$ cat config.mk
export PLATFORM = sky130hd
export DESIGN_NAME = shift_adder_pipe
export DESIGN_NICKNAME = d
export VERILOG_FILES = /design/src/rtl/shift_adder_pipe.sv
export SDC_FILE = /design/constraint.sdc
export NUM_CORES = 1
export LEC_CHECK = 0
export CAP_MARGIN = 20
export CORE_AREA = 2 2 81 83
export CTS_CLUSTER_DIAMETER = 60
export DETAILED_ROUTE_END_ITERATION = 8
export DIE_AREA = 0 0 83 85
export PLACE_DENSITY = 0.88
export RECOVER_POWER = 25
export SKIP_LAST_GASP = 1
export SLEW_MARGIN = 30
export SYNTH_ARGS = -nofsm -noshare
export SYNTH_HDL_FRONTEND = slang
export SYNTH_SLANG_ARGS = --single-unit
$ cat constraint.sdc
create_clock -name clk -period 3.52 [get_ports clk]
set_input_delay 0.704 -clock clk [delete_from_list [all_inputs] [get_ports clk]]
set_output_delay 0.704 -clock clk [all_outputs]
set_load 0.02 [all_outputs]
$ cat src/rtl/shift_adder_pipe.sv
// -----------------------------------------------------------------------------
// shift_adder_pipe
//   Pipelined, valid/ready handshaked shift-adder.
//     SHIFT1 >= 0 : result = in0_ext +/- (in1_ext << SHIFT1)
//     SHIFT1 <  0 : result = (in0_ext << -SHIFT1) +/- in1_ext
//   The add/sub choice travels with each beat (in_sub). The internal adder is
//   BW_ADD bits wide and never overflows. out is the low BW_OUT bits of the
//   exact result (wrap), or the result clamped to the BW_OUT range when the
//   macro SHIFT_ADDER_SAT_EN is defined.
//
// Ports
//   clk        clock, all state on rising edge
//   rst_n      synchronous reset, active low (clears valids and data)
//   in_valid   input beat valid
//   in_ready   block can accept a beat (stage-0 load enable, 0 in reset)
//   in0, in1   operands (signedness set by SIGNED0 / SIGNED1)
//   in_sub     1: subtract, 0: add
//   out_valid  result valid
//   out_ready  downstream accepts the result
//   out        result, BW_OUT bits, registered
//   out_sat    result was clamped (always 0 without SHIFT_ADDER_SAT_EN)
//
// Pipeline (PIPE_STAGES = 1..4)
//   stage 0    extended operands + op    (PIPE_STAGES >= 2)
//   stage 1    BW_ADD sum / difference   (stage 0 holds it when PIPE_STAGES = 1)
//   stage 2..  plain delay
//   last stage holds the formatted (wrapped or clamped) output.
// -----------------------------------------------------------------------------
module shift_adder_pipe #(
    parameter int BW_INPUT0   = 16,
    parameter int BW_INPUT1   = 16,
    parameter int SIGNED0     = 1,
    parameter int SIGNED1     = 1,
    parameter int BW_OUT      = 32,
    parameter int OUT_SIGNED  = 1,
    parameter int SHIFT1      = 0,
    parameter int PIPE_STAGES = 2
) (
    input  logic                 clk,
    input  logic                 rst_n,
    input  logic                 in_valid,
    output logic                 in_ready,
    input  logic [BW_INPUT0-1:0] in0,
    input  logic [BW_INPUT1-1:0] in1,
    input  logic                 in_sub,
    output logic                 out_valid,
    input  logic                 out_ready,
    output logic [BW_OUT-1:0]    out,
    output logic                 out_sat
);

    localparam int SH0    = (SHIFT1 < 0) ? -SHIFT1 : 0;
    localparam int SH1    = (SHIFT1 > 0) ? SHIFT1 : 0;
    localparam int NEED0  = BW_INPUT0 + SH0;
    localparam int NEED1  = BW_INPUT1 + SH1;
    localparam int BW_ADD = ((NEED0 > NEED1) ? NEED0 : NEED1) + 2 + ((SIGNED0 != SIGNED1) ? 1 : 0);
    // one bit wider than both the adder and the output so every bound fits
    localparam int BW_W   = ((BW_ADD > BW_OUT) ? BW_ADD : BW_OUT) + 1;

`ifdef SHIFT_ADDER_SAT_EN
    // Clamp the exact result to the output range; MSB of return = clamped flag.
    function automatic logic [BW_OUT:0] format_fn(input logic signed [BW_ADD-1:0] v);
        logic signed [BW_W-1:0] w_s;
        logic signed [BW_W-1:0] hi_s;
        logic [BW_OUT:0]        r_s;
        w_s = {{(BW_W-BW_ADD){v[BW_ADD-1]}}, v};
        if (OUT_SIGNED != 0) begin
            // in range iff everything above the output sign bit is a sign copy
            hi_s = w_s >>> (BW_OUT - 1);
            if ((hi_s == '0) || (hi_s == '1)) begin
                r_s = {1'b0, w_s[BW_OUT-1:0]};
            end else if (w_s[BW_W-1]) begin
                r_s = {1'b1, 1'b1, {(BW_OUT-1){1'b0}}};
            end else begin
                r_s = {1'b1, 1'b0, {(BW_OUT-1){1'b1}}};
            end
        end else begin
            hi_s = w_s >>> BW_OUT;
            if (hi_s == '0) begin
                r_s = {1'b0, w_s[BW_OUT-1:0]};
            end else if (w_s[BW_W-1]) begin
                r_s = {1'b1, {BW_OUT{1'b0}}};
            end else begin
                r_s = {1'b1, {BW_OUT{1'b1}}};
            end
        end
        return r_s;
    endfunction
`else
    // Wrap: low BW_OUT bits of the sign-extended exact result; flag is always 0.
    function automatic logic [BW_OUT:0] format_fn(input logic signed [BW_ADD-1:0] v);
        return {1'b0, BW_OUT'({{(BW_W-BW_ADD){v[BW_ADD-1]}}, v})};
    endfunction
`endif

    logic [PIPE_STAGES-1:0]    valid_r;
    logic [PIPE_STAGES-1:0]    load_s;
    logic [PIPE_STAGES-1:0]    prev_valid_s;
    logic [PIPE_STAGES-1:0]    full_mask_s;
    logic signed [BW_ADD-1:0]  a_ext_s;
    logic signed [BW_ADD-1:0]  b_ext_s;
    logic signed [BW_ADD-1:0]  sum_a_s;
    logic signed [BW_ADD-1:0]  sum_b_s;
    logic                      sum_sub_s;
    logic signed [BW_ADD-1:0]  sum_s;
    logic signed [BW_ADD-1:0]  last_in_s;
    logic [BW_OUT:0]           fmt_s;

    // Extend to BW_ADD (sign or zero), then zero-fill the shifted operand.
    assign a_ext_s = {{(BW_ADD-BW_INPUT0){(SIGNED0 != 0) & in0[BW_INPUT0-1]}}, in0} << SH0;
    assign b_ext_s = {{(BW_ADD-BW_INPUT1){(SIGNED1 != 0) & in1[BW_INPUT1-1]}}, in1} << SH1;

    // Stage k loads when any stage from k to the last is empty, or output drains.
    // Written without a chained self-reference so there is no combinational loop.
    always_comb begin
        load_s      = '0;
        full_mask_s = '0;
        for (int k = 0; k < PIPE_STAGES; k++) begin
            full_mask_s = {PIPE_STAGES{1'b1}} << k;
            load_s[k]   = out_ready | ((valid_r & full_mask_s) != full_mask_s);
        end
    end

    // Valid feeding each stage: in_valid for stage 0, previous stage otherwise.
    always_comb begin
        prev_valid_s    = '0;
        prev_valid_s[0] = in_valid;
        for (int k = 1; k < PIPE_STAGES; k++) begin
            prev_valid_s[k] = valid_r[k-1];
        end
    end

    assign in_ready  = rst_n & load_s[0];
    assign out_valid = valid_r[PIPE_STAGES-1];

    // Per-stage valid bits; a loading stage takes its predecessor's valid.
    always_ff @(posedge clk) begin
        if (!rst_n) begin
            valid_r <= '0;
        end else begin
            for (int k = 0; k < PIPE_STAGES; k++) begin
                if (load_s[k]) begin
                    valid_r[k] <= prev_valid_s[k];
                end
            end
        end
    end

    // Full-width exact sum or difference.
    always_comb begin
        if (sum_sub_s) begin
            sum_s = sum_a_s - sum_b_s;
        end else begin
            sum_s = sum_a_s + sum_b_s;
        end
    end

    generate
        if (PIPE_STAGES == 1) begin : g_p1
            // Single stage: the adder works straight from the inputs.
            always_comb begin
                sum_a_s   = a_ext_s;
                sum_b_s   = b_ext_s;
                sum_sub_s = in_sub;
            end
            assign last_in_s = sum_s;
        end else begin : g_pn
            logic signed [BW_ADD-1:0] op_a_r;
            logic signed [BW_ADD-1:0] op_b_r;
            logic                     op_sub_r;

            // Stage 0: extended operands and op, loaded only with a real beat.
            always_ff @(posedge clk) begin
                if (!rst_n) begin
                    op_a_r   <= '0;
                    op_b_r   <= '0;
                    op_sub_r <= 1'b0;
                end else if (load_s[0] && in_valid) begin
                    op_a_r   <= a_ext_s;
                    op_b_r   <= b_ext_s;
                    op_sub_r <= in_sub;
                end
            end

            assign sum_a_s   = op_a_r;
            assign sum_b_s   = op_b_r;
            assign sum_sub_s = op_sub_r;

            if (PIPE_STAGES == 2) begin : g_p2
                assign last_in_s = sum_s;
            end else begin : g_p34
                logic signed [BW_ADD-1:0] mid_r [1:PIPE_STAGES-2];

                // Stage 1 holds the sum, later middle stages only delay it.
                always_ff @(posedge clk) begin
                    if (!rst_n) begin
                        for (int k = 1; k <= PIPE_STAGES-2; k++) begin
                            mid_r[k] <= '0;
                        end
                    end else begin
                        if (load_s[1] && valid_r[0]) begin
                            mid_r[1] <= sum_s;
                        end
                        for (int k = 2; k <= PIPE_STAGES-2; k++) begin
                            if (load_s[k] && valid_r[k-1]) begin
                                mid_r[k] <= mid_r[k-1];
                            end
                        end
                    end
                end

                assign last_in_s = mid_r[PIPE_STAGES-2];
            end
        end
    endgenerate

    assign fmt_s = format_fn(last_in_s);

    // Last stage: formatted result; held while stalled or when no beat arrives.
    always_ff @(posedge clk) begin
        if (!rst_n) begin
            out     <= '0;
            out_sat <= 1'b0;
        end else if (load_s[PIPE_STAGES-1] && prev_valid_s[PIPE_STAGES-1]) begin
            out     <= fmt_s[BW_OUT-1:0];
            out_sat <= fmt_s[BW_OUT];
        end
    end

endmodule
# After elaboration in Yosys (flattened, before gate mapping)
# Index checks and enable logic that the tools add are counted.
[totals]
register_bits = 53
in_bits = 37
out_inout_bits = 35
wordCells = 16
[op_classes]
n_addsub = 2
eq_ne = 1
muxes = 1
bitwise_logic = 4
reduce_logical = 2
[op_table]
columns = ["cell", "count"]
rows = [
  ["$mux 18", 1],
  ["$add 16x16->17", 1],
  ["$sub 16x16->17", 1],
  ["$logic_and 1x1->1", 2],
  ["$ne 2x2->1 const B", 1],
  ["$or 1x1->1", 2],
  ["$and 1x1->1", 1],
  ["$not 1->1", 1],
]

# Longest topological paths before layout
# Gate-level depths: netlist of the first run.
[depth]
depth_word = 3
ltp_mapped = 14
depth_no_buf = 14

# Worst setup path before layout of the first run
# No wires, ideal clock.
[synth_path]
kind = "register to register"
startpoint = "register g_pn.op_b_r[2]"
endpoint = "register out[16]"
setup_time_ps = 132
arrival_time_ps = 2723
required_time_ps = 3388
slack_ps = 665
path_stages_with_launch = 14
n_path_buf = 0
synth_period_minus_slack_ps = 2855
cell_sequence = "dfxtp_1 nor3_1 a21oi_1 nor2_1 o21ai_0 xnor2_1 ha_1 nand4_1 nor2_1 a2111oi_4 o31ai_2 a221oi_2 xnor2_1 a21oi_1"
[synth_between]
elab_chain_len = 2
elab_cells_between_ends = 3
cone_classes = "add/sub: 2; mux: 1"
[synth_lines]
columns = ["element", "line", "text"]
rows = [
  ["start, declared", "169", "logic signed [BW_ADD-1:0] op_b_r;"],
  ["start signal, assigned", "180", "op_b_r <= b_ext_s;"],
  ["$add 16x16->17 / $sub 16x16->17 (equally long branches)", "154, 152", ""],
  ["$mux 18 *", "151", "if (sum_sub_s) begin"],
  ["end signal, assigned", "225", "out <= fmt_s[BW_OUT-1:0];"],
  ["end, declared", "48", "output logic [BW_OUT-1:0] out,"],
]
# Mark *: on every way between the ends. The rest lies on a longest branch, timed or not.
# A chain may end at the register's enable or synchronous reset.

# Worst setup path after layout of the first run
# Same ends and word-level chain as after synthesis.

==> results of run 1 <==
-- cells by family (layout without fill, tap and decap cells) --
logic type	Yosys count	count (layout)	share of synthesized area, %
AND/OR/NAND/NOR	145	145	21.1
AO/OA/AOI/OAI	91	91	21.2
flip-flops	52	52	34.3
buffers and inverters	40	87	6.92
XOR/XNOR	29	29	8.36
adder cells (fa/ha/maj)	18	18	7.66
other	1	1	0.123
multiplexers	1	1	0.330
-- worst paths after layout --
check	startpoint	endpoint	slack [ns]	cells after the start
worst min register to register	out[9]	out[9]	0.47	2
worst max-delay path	g_pn.op_b_r[2]	out[16]	0.29	13
worst max register to register	g_pn.op_b_r[2]	out[16]	0.29	13
worst min-delay path	out[9]	out[9]	0.47	2
-- Yosys cell counts, types with 2 or more instances --
library cell	n	area share (%)
nor2_1	18	2.2
o21a_1	2	0.49
nand4_1	4	0.82
a21o_1	6	1.5
clkbuf_1	17	2.1
xnor2_1	23	6.6
a21oi_1	14	2.3
xor2_1	6	1.7
nand3_1	7	1.2
nor4_1	3	0.62
dfxtp_1	52	34
o211a_1	2	0.66
o21ai_0	21	3.5
nor2b_1	4	0.82
nor3_1	3	0.49
ha_1	17	7.0
and2_1	8	1.6
inv_1	6	0.74
a21boi_0	35	8.7
a31oi_1	3	0.62
nand2b_1	3	0.62
nand2_1	89	11
buf_4	16	4.0
-- flip-flops by register name (all words and copies together) (netlist names) --
signal and flops:
g_pn.op_a_r 16, g_pn.op_b_r 16, g_pn.op_sub_r 1, out 17, valid_r 2
-- through the flow --
| stage | setup WS, ns | utilization (%) | hold WS [ns] |
|---|---|---|---|
| floorplan | 0.665 | - | 0.443 |
| global placement | 0.458 | 59.1 | 0.449 |
| detailed placement | 0.353 | 59.1 | 0.462 |
| CTS | 0.312 | 60.9 | 0.476 |
| global route | 0.00597 | 60.8 | 0.498 |
| finish | 0.292 | 60.8 | 0.470 |
-- power breakdown --
part | switching, W | internal [W]
Sequential | 0.0000355 | 0.000631
Clock | 0.000184 | 0.000211
Combinational | 0.000285 | 0.000256
-- final cells by class --
class | instances | area, µm² | share of cell area (%)
multi-input combinational | 285 | 1790 | 47.3
clock inverter | 2 | 35.0 | 0.928
sequential | 52 | 1040 | 27.6
inverter | 6 | 22.5 | 0.597
timing repair buffer | 73 | 719 | 19.1
tap | 77 | 96.3 | 2.55
clock buffer | 6 | 72.6 | 1.92
-- worst max-delay path, stage by stage (launching register included) --
cell and delay (ns):
dfxtp_1 0.36, nor3_1 0.39, a21oi_1 0.17, nor2_1 0.24, o21ai_0 0.15, xnor2_1 0.15, ha_1 0.39, nand4_1 0.17
nor2_1 0.08, a2111oi_4 0.30, o31ai_2 0.16, a221oi_2 0.28, xnor2_1 0.15, a21oi_1 0.09
-- layer usage --
metal | routed length, µm | share of wire, %
met1 | 2960 | 47
met3 | 323 | 5.2
met5 | 0 | 0
met4 | 68 | 1.1
met2 | 2910 | 46
==> metrics.md, run 1 <==
| Metric | Value |
|---|---|
| Total number of vias | 2568 |
| Fin area | 0.00377 mm² |
| DR DRC count | 0 |
| EDFF count, synth | 0 |
| Setup TNS | 0 ns |
| HPWL Detailed | 4760 µm |
| Slew Viols, Final | 56 |
| WS Path Type | register to register |
| First-pass GRT wire length | 10600 µm |
| IO buf count | 70 |
| Largest net degree at the start of global routing | 56 |
| CP Data Required Time | 3.67 ns |
| Clock Sinks | 52 |
| N_diodes | 0 |
| Worst IR Drop VDD | 0.000219 V |
| Vias in the first global route | 2368 |
| CTS hold repair buffers | 0 |
| Initial Utilization | 48.9% |
| Main synth FF type | dfxtp_1 |
| Post-Syn Area per Cell | 8.05 µm² |
| ANT nets after route | 0 |
| Seq/Total Area, Yosys | 34.3% |
| Tcrit/Tclk final | 91.7% |
| Commonest non-fill, non-tap cells in the layout | nand2_1 (89), clkdlybuf4s50_1 (54), dfxtp_1 (52) |
| Grt met3 use | 3.40% |
| Skew-Pair Late Insertion Delay | 0.30 ns |
| Most common cell after layout, fill and taps aside | nand2_1 |
| Core area | 0.00620 mm² |
| Slew at the pin closest to its max-slew limit | 1.82 ns |
| Final Hold Fails | 0 |
| Root Buffer | clkbuf_8 |
| Async S/R FF share, synth | 0% |
| WL/cell | 12.5 µm |
| Post-Syn Instances | 377 |
| DIE WIDTH | 83 µm |
| Fmax | 0.310 GHz |
| Post-Route WL | 6260 µm |
| Grt met1 use | 23.0% |
| DRT Pass-1 Iters | 4 |
| Post-synthesis cell type count | 41 |
| Yosys reg bits | 52 |
| Global placement routability congestion | 0.923 |
| Setup Skew | 0.00473 ns |
| Die footprint | 0.00706 mm² |
| Min Tclk post-route | 3.23 ns |
| IO Count | 72 |
| Leak | 1.53 nW |
| CP startpoint kind | register |
| Vias per inst | 5.13 |
| Crit path arrival time | 3.38 ns |
| Area grow syn2layout | 24.3% |
| Non-Filler Instances | 501 |
| All-Layer GR Usage | 17.7% |
| Power Density | 424 mW/mm² |
| Crit Path Max Fanout | 6 |
| Failing checks | capacitance limit, slew limit |
| TritonCTS buffer count | 5 |
| Longest Clk Path Bufs | 2 |
| Fin nets | 478 |
| Slew margin rel. | -21.6% |
| Post-CTS setup repair buffer count | 0 |
| Total Power | 0.00160 W |
| Site Rows | 29 |
| Max-cap violations | 1 |
| Die height | 85 µm |
| Final setup vio count | 0 |
| CP Capture Type | register |
| Initial DRC Count | 104 |
| Grt total ovfl | 0 |
| Global routing's busiest layer | met2 |
| Hold Path Class | register to register |
| Placed cell count | 493 |
| Initial antenna violation count | 0 |
| Synth Warn # | 0 |
| CTS tree | done |
| Share of cells above drive strength 1 | 4.25% |
| M2 GR Usage | 29.8% |
| CTS resizes | 0 |
| Status | finished, violations left |
| # fillers | 566 |
| Worst-path clk slew | 0.09 ns |
| Synthesized area | 0.00304 mm² |
| RSZ-0062 raised after global routing | no |
| DP Area | 0.00367 mm² |
| Mapped Nets | 432 |
| H-Tree Depth | 2 |
(Power assumes the default switching activity.)
==> inputs of run 2 (changes only) <==
--- a/config.mk
+++ b/config.mk
@@ -11,7 +11,6 @@
 export DETAILED_ROUTE_END_ITERATION = 8
 export DIE_AREA = 0 0 83 85
 export PLACE_DENSITY = 0.88
-export RECOVER_POWER = 25
 export SKIP_LAST_GASP = 1
 export SLEW_MARGIN = 30
 export SYNTH_ARGS = -nofsm -noshare
==> run 2 against run 1 <==
  * Final area hardly changed
  * Utilization is 0.060 points higher
  * Register-to-register slack hardly changed
  * Via count hardly changed
  * Setup slack hardly changed
  * Critical endpoint unchanged
  * Largest cell class unchanged
  * Hold slack worse by 0.0015 ns
  * Largest power group unchanged
  * Non-clock buffer count stayed put
  * Routed wire length is 0.26% higher
  * Highest routed layer unchanged
  * The flow now finishes without violations
  * Fmax hardly changed
==> metrics.md, run 2 (synthesized netlist as in run 1, its figures left out) <==
| Metric | Value |
|---|---|
| DIE WIDTH | 83 µm (unchanged) |
| Hold depth | 2 (unchanged) |
| Max reg flops | 17 (unchanged) |
| Post-Route WL | 6280 µm (+0.26%) |
| Post-CTS setup repair buffer count | 0 (unchanged) |
| Share of cells above drive strength 1 | 4.48% (+0.24 points) |
| Fin area | 0.00378 mm² (about the same) |
| H-Tree Depth | 2 (unchanged) |
| Die footprint | 0.00706 mm² (unchanged) |
| RSZ-0062 raised after global routing | no |
| Slew margin rel. | 55.4% (+77 points) |
| Total number of vias | 2569 (+0.039%) |
| CTS tree | done |
| CP startpoint kind | register |
| Crit Path Max Fanout | 6 (unchanged) |
| All-Layer GR Usage | 17.7% (unchanged) |
| Sequential Power Share | 41.5% (about the same) |
| Cell internal pwr | 0.00110 W (+0.51%) |
| DRT Pass-1 Iters | 4 (unchanged) |
| Area grow syn2layout | 24.4% (about the same) |
| Fmax | 0.310 GHz (about the same) |
| Global placement routability congestion | 0.923 (unchanged) |
| Initial Utilization | 48.9% (unchanged) |
| Switching Share | 31.4% (-0.069 points) |
| Grt total ovfl | 0 (unchanged) |
| Vias in the first global route | 2368 (unchanged) |
| Final Util | 60.9% (about the same) |
| Setup TNS | 0 ns (unchanged) |
| Die height | 85 µm (unchanged) |
| Longest Clk Path Bufs | 2 (unchanged) |
| Most common cell after layout, fill and taps aside | nand2_1 |
| Root Buffer | clkbuf_8 |
| Min Tclk post-route | 3.23 ns (+0.000222 ns) |
| N_diodes | 0 (unchanged) |
| TritonCTS buffer count | 5 (unchanged) |
| WS Path Type | register to register |
| CP Capture Type | register |
| Clock Sinks | 52 (unchanged) |
| Status | finished, final reports clean |
| Core area | 0.00620 mm² (unchanged) |
| Power Density | 426 mW/mm² (+0.31%) |
| Initial antenna violation count | 0 (unchanged) |
| Crit path arrival time | 3.38 ns (about the same) |
| Vias per inst | 5.13 (about the same) |
| Skew-Pair Late Insertion Delay | 0.30 ns (about the same) |
| Largest Register | out |
| Slew at the pin closest to its max-slew limit | 0.668 ns (-1.16 ns) |
| DR DRC count | 0 (unchanged) |
| DP Area | 0.00367 mm² (unchanged) |
| First-pass GRT wire length | 10600 µm (unchanged) |
| # fillers | 566 (unchanged) |
| Final Hold Fails | 0 (unchanged) |
| Leak | 1.49 nW (-2.7%) |
| Worst-path clk slew | 0.09 ns (about the same) |
| Combinational power share | 34.0% (+0.3 points) |
| CTS hold repair buffers | 0 (unchanged) |
| HPWL Detailed | 4760 µm (unchanged) |
| Setup Skew | 0.00473 ns (unchanged) |
| Biggest regs | out (17), g_pn.op_a_r (16), g_pn.op_b_r (16) |
| Worst IR Drop VDD | 0.000221 V (+0.92%) |
| Tcrit/Tclk final | 91.7% (about the same) |
| IO buf count | 70 (unchanged) |
| NetSw | 0.000505 W (+0.19%) |
| Site Rows | 29 (unchanged) |
| Clock power share | 24.6% (about the same) |
| Max-cap violations | 0 (-1) |
| ANT nets after route | 0 (unchanged) |
| Fin nets | 478 (unchanged) |
| WL/cell | 12.5 µm (+0.26%) |
| Slew Viols, Final | 0 (-100%) |
| IO Count | 72 (unchanged) |
| Final setup vio count | 0 (unchanged) |
| CTS resizes | 0 (unchanged) |
| Largest net degree at the start of global routing | 56 (unchanged) |
| Depth of the most critical reg-to-reg path | 13 (unchanged) |
| Commonest non-fill, non-tap cells in the layout | nand2_1 (89), clkdlybuf4s50_1 (70), dfxtp_1 (52) |
| Hold Path Class | register to register |
| CP Data Required Time | 3.67 ns (about the same) |
| Initial DRC Count | 102 (-1.9%) |
==> run 2: cell types whose count changed in the layout (fill, tap and decap cells not counted) <==
cell             change
clkdlybuf4s50_1     +16
clkbuf_1             -1
buf_4                +1
dlygate4sd3_1       -16
==> run 2: area by class of cell <==
class | count | area [µm²] | share of cell area [%]
Multi-Input combinational cell | 285 | 1790 | 47.3
Sequential cell | 52 | 1040 | 27.6
Timing Repair Buffer | 73 | 723 | 19.1
Tap cell | 77 | 96.3 | 2.55
Clock buffer | 6 | 72.6 | 1.92
Clock inverter | 2 | 35.0 | 0.927
Inverter | 6 | 22.5 | 0.596
==> run 2: power by group through the flow <==
stage	registers, W	clock network (W)	logic (W)
6_report	0.000667	0.000395	0.000546
5_1_grt	0.000674	0.000429	0.000602
3_3_place_gp	0.000678	0	0.000526
3_5_place_dp	0.000681	0	0.000542
4_1_cts	0.000667	0.000411	0.000545
2_1_floorplan	0.000697	0	0.000364
==> run 2: through the flow <==
stage	worst slack, ns	hold slack, ns	total power [W]	cells
2_1_floorplan	0.665	0.443	0.00106	377
3_3_place_gp	0.458	0.449	0.00120	493
3_5_place_dp	0.353	0.462	0.00122	493
4_1_cts	0.312	0.476	0.00162	501
5_1_grt	0.00597	0.501	0.00171	501
6_report	0.292	0.469	0.00161	501
==> run 2: final timing paths <==
| path | start | to | slack (ns) |
|---|---|---|---|
| worst max-delay path | g_pn.op_b_r[2] | out[16] | 0.29 |
| worst min register to register | out[9] | out[9] | 0.47 |
| worst min-delay path | out[9] | out[9] | 0.47 |
| worst max register to register | g_pn.op_b_r[2] | out[16] | 0.29 |
==> run 2: metal layers <==
metal	share of wire [%]	vias up	wire, µm	track usage (%)
met4	1.1	0	68	5.51
li1	-	1347	-	-
met5	0	-	0	0
met2	46	75	2920	29.8
met1	47	1139	2970	23.0
met3	5.1	8	323	3.40
==> run 2: worst max-delay path: stages (launching register included) <==
cell	delay, ns
dfxtp_1	0.36
nor3_1	0.39
a21oi_1	0.17
nor2_1	0.24
o21ai_0	0.15
xnor2_1	0.15
ha_1	0.39
nand4_1	0.17
nor2_1	0.08
a2111oi_4	0.30
o31ai_2	0.16
a221oi_2	0.28
xnor2_1	0.15
a21oi_1	0.09
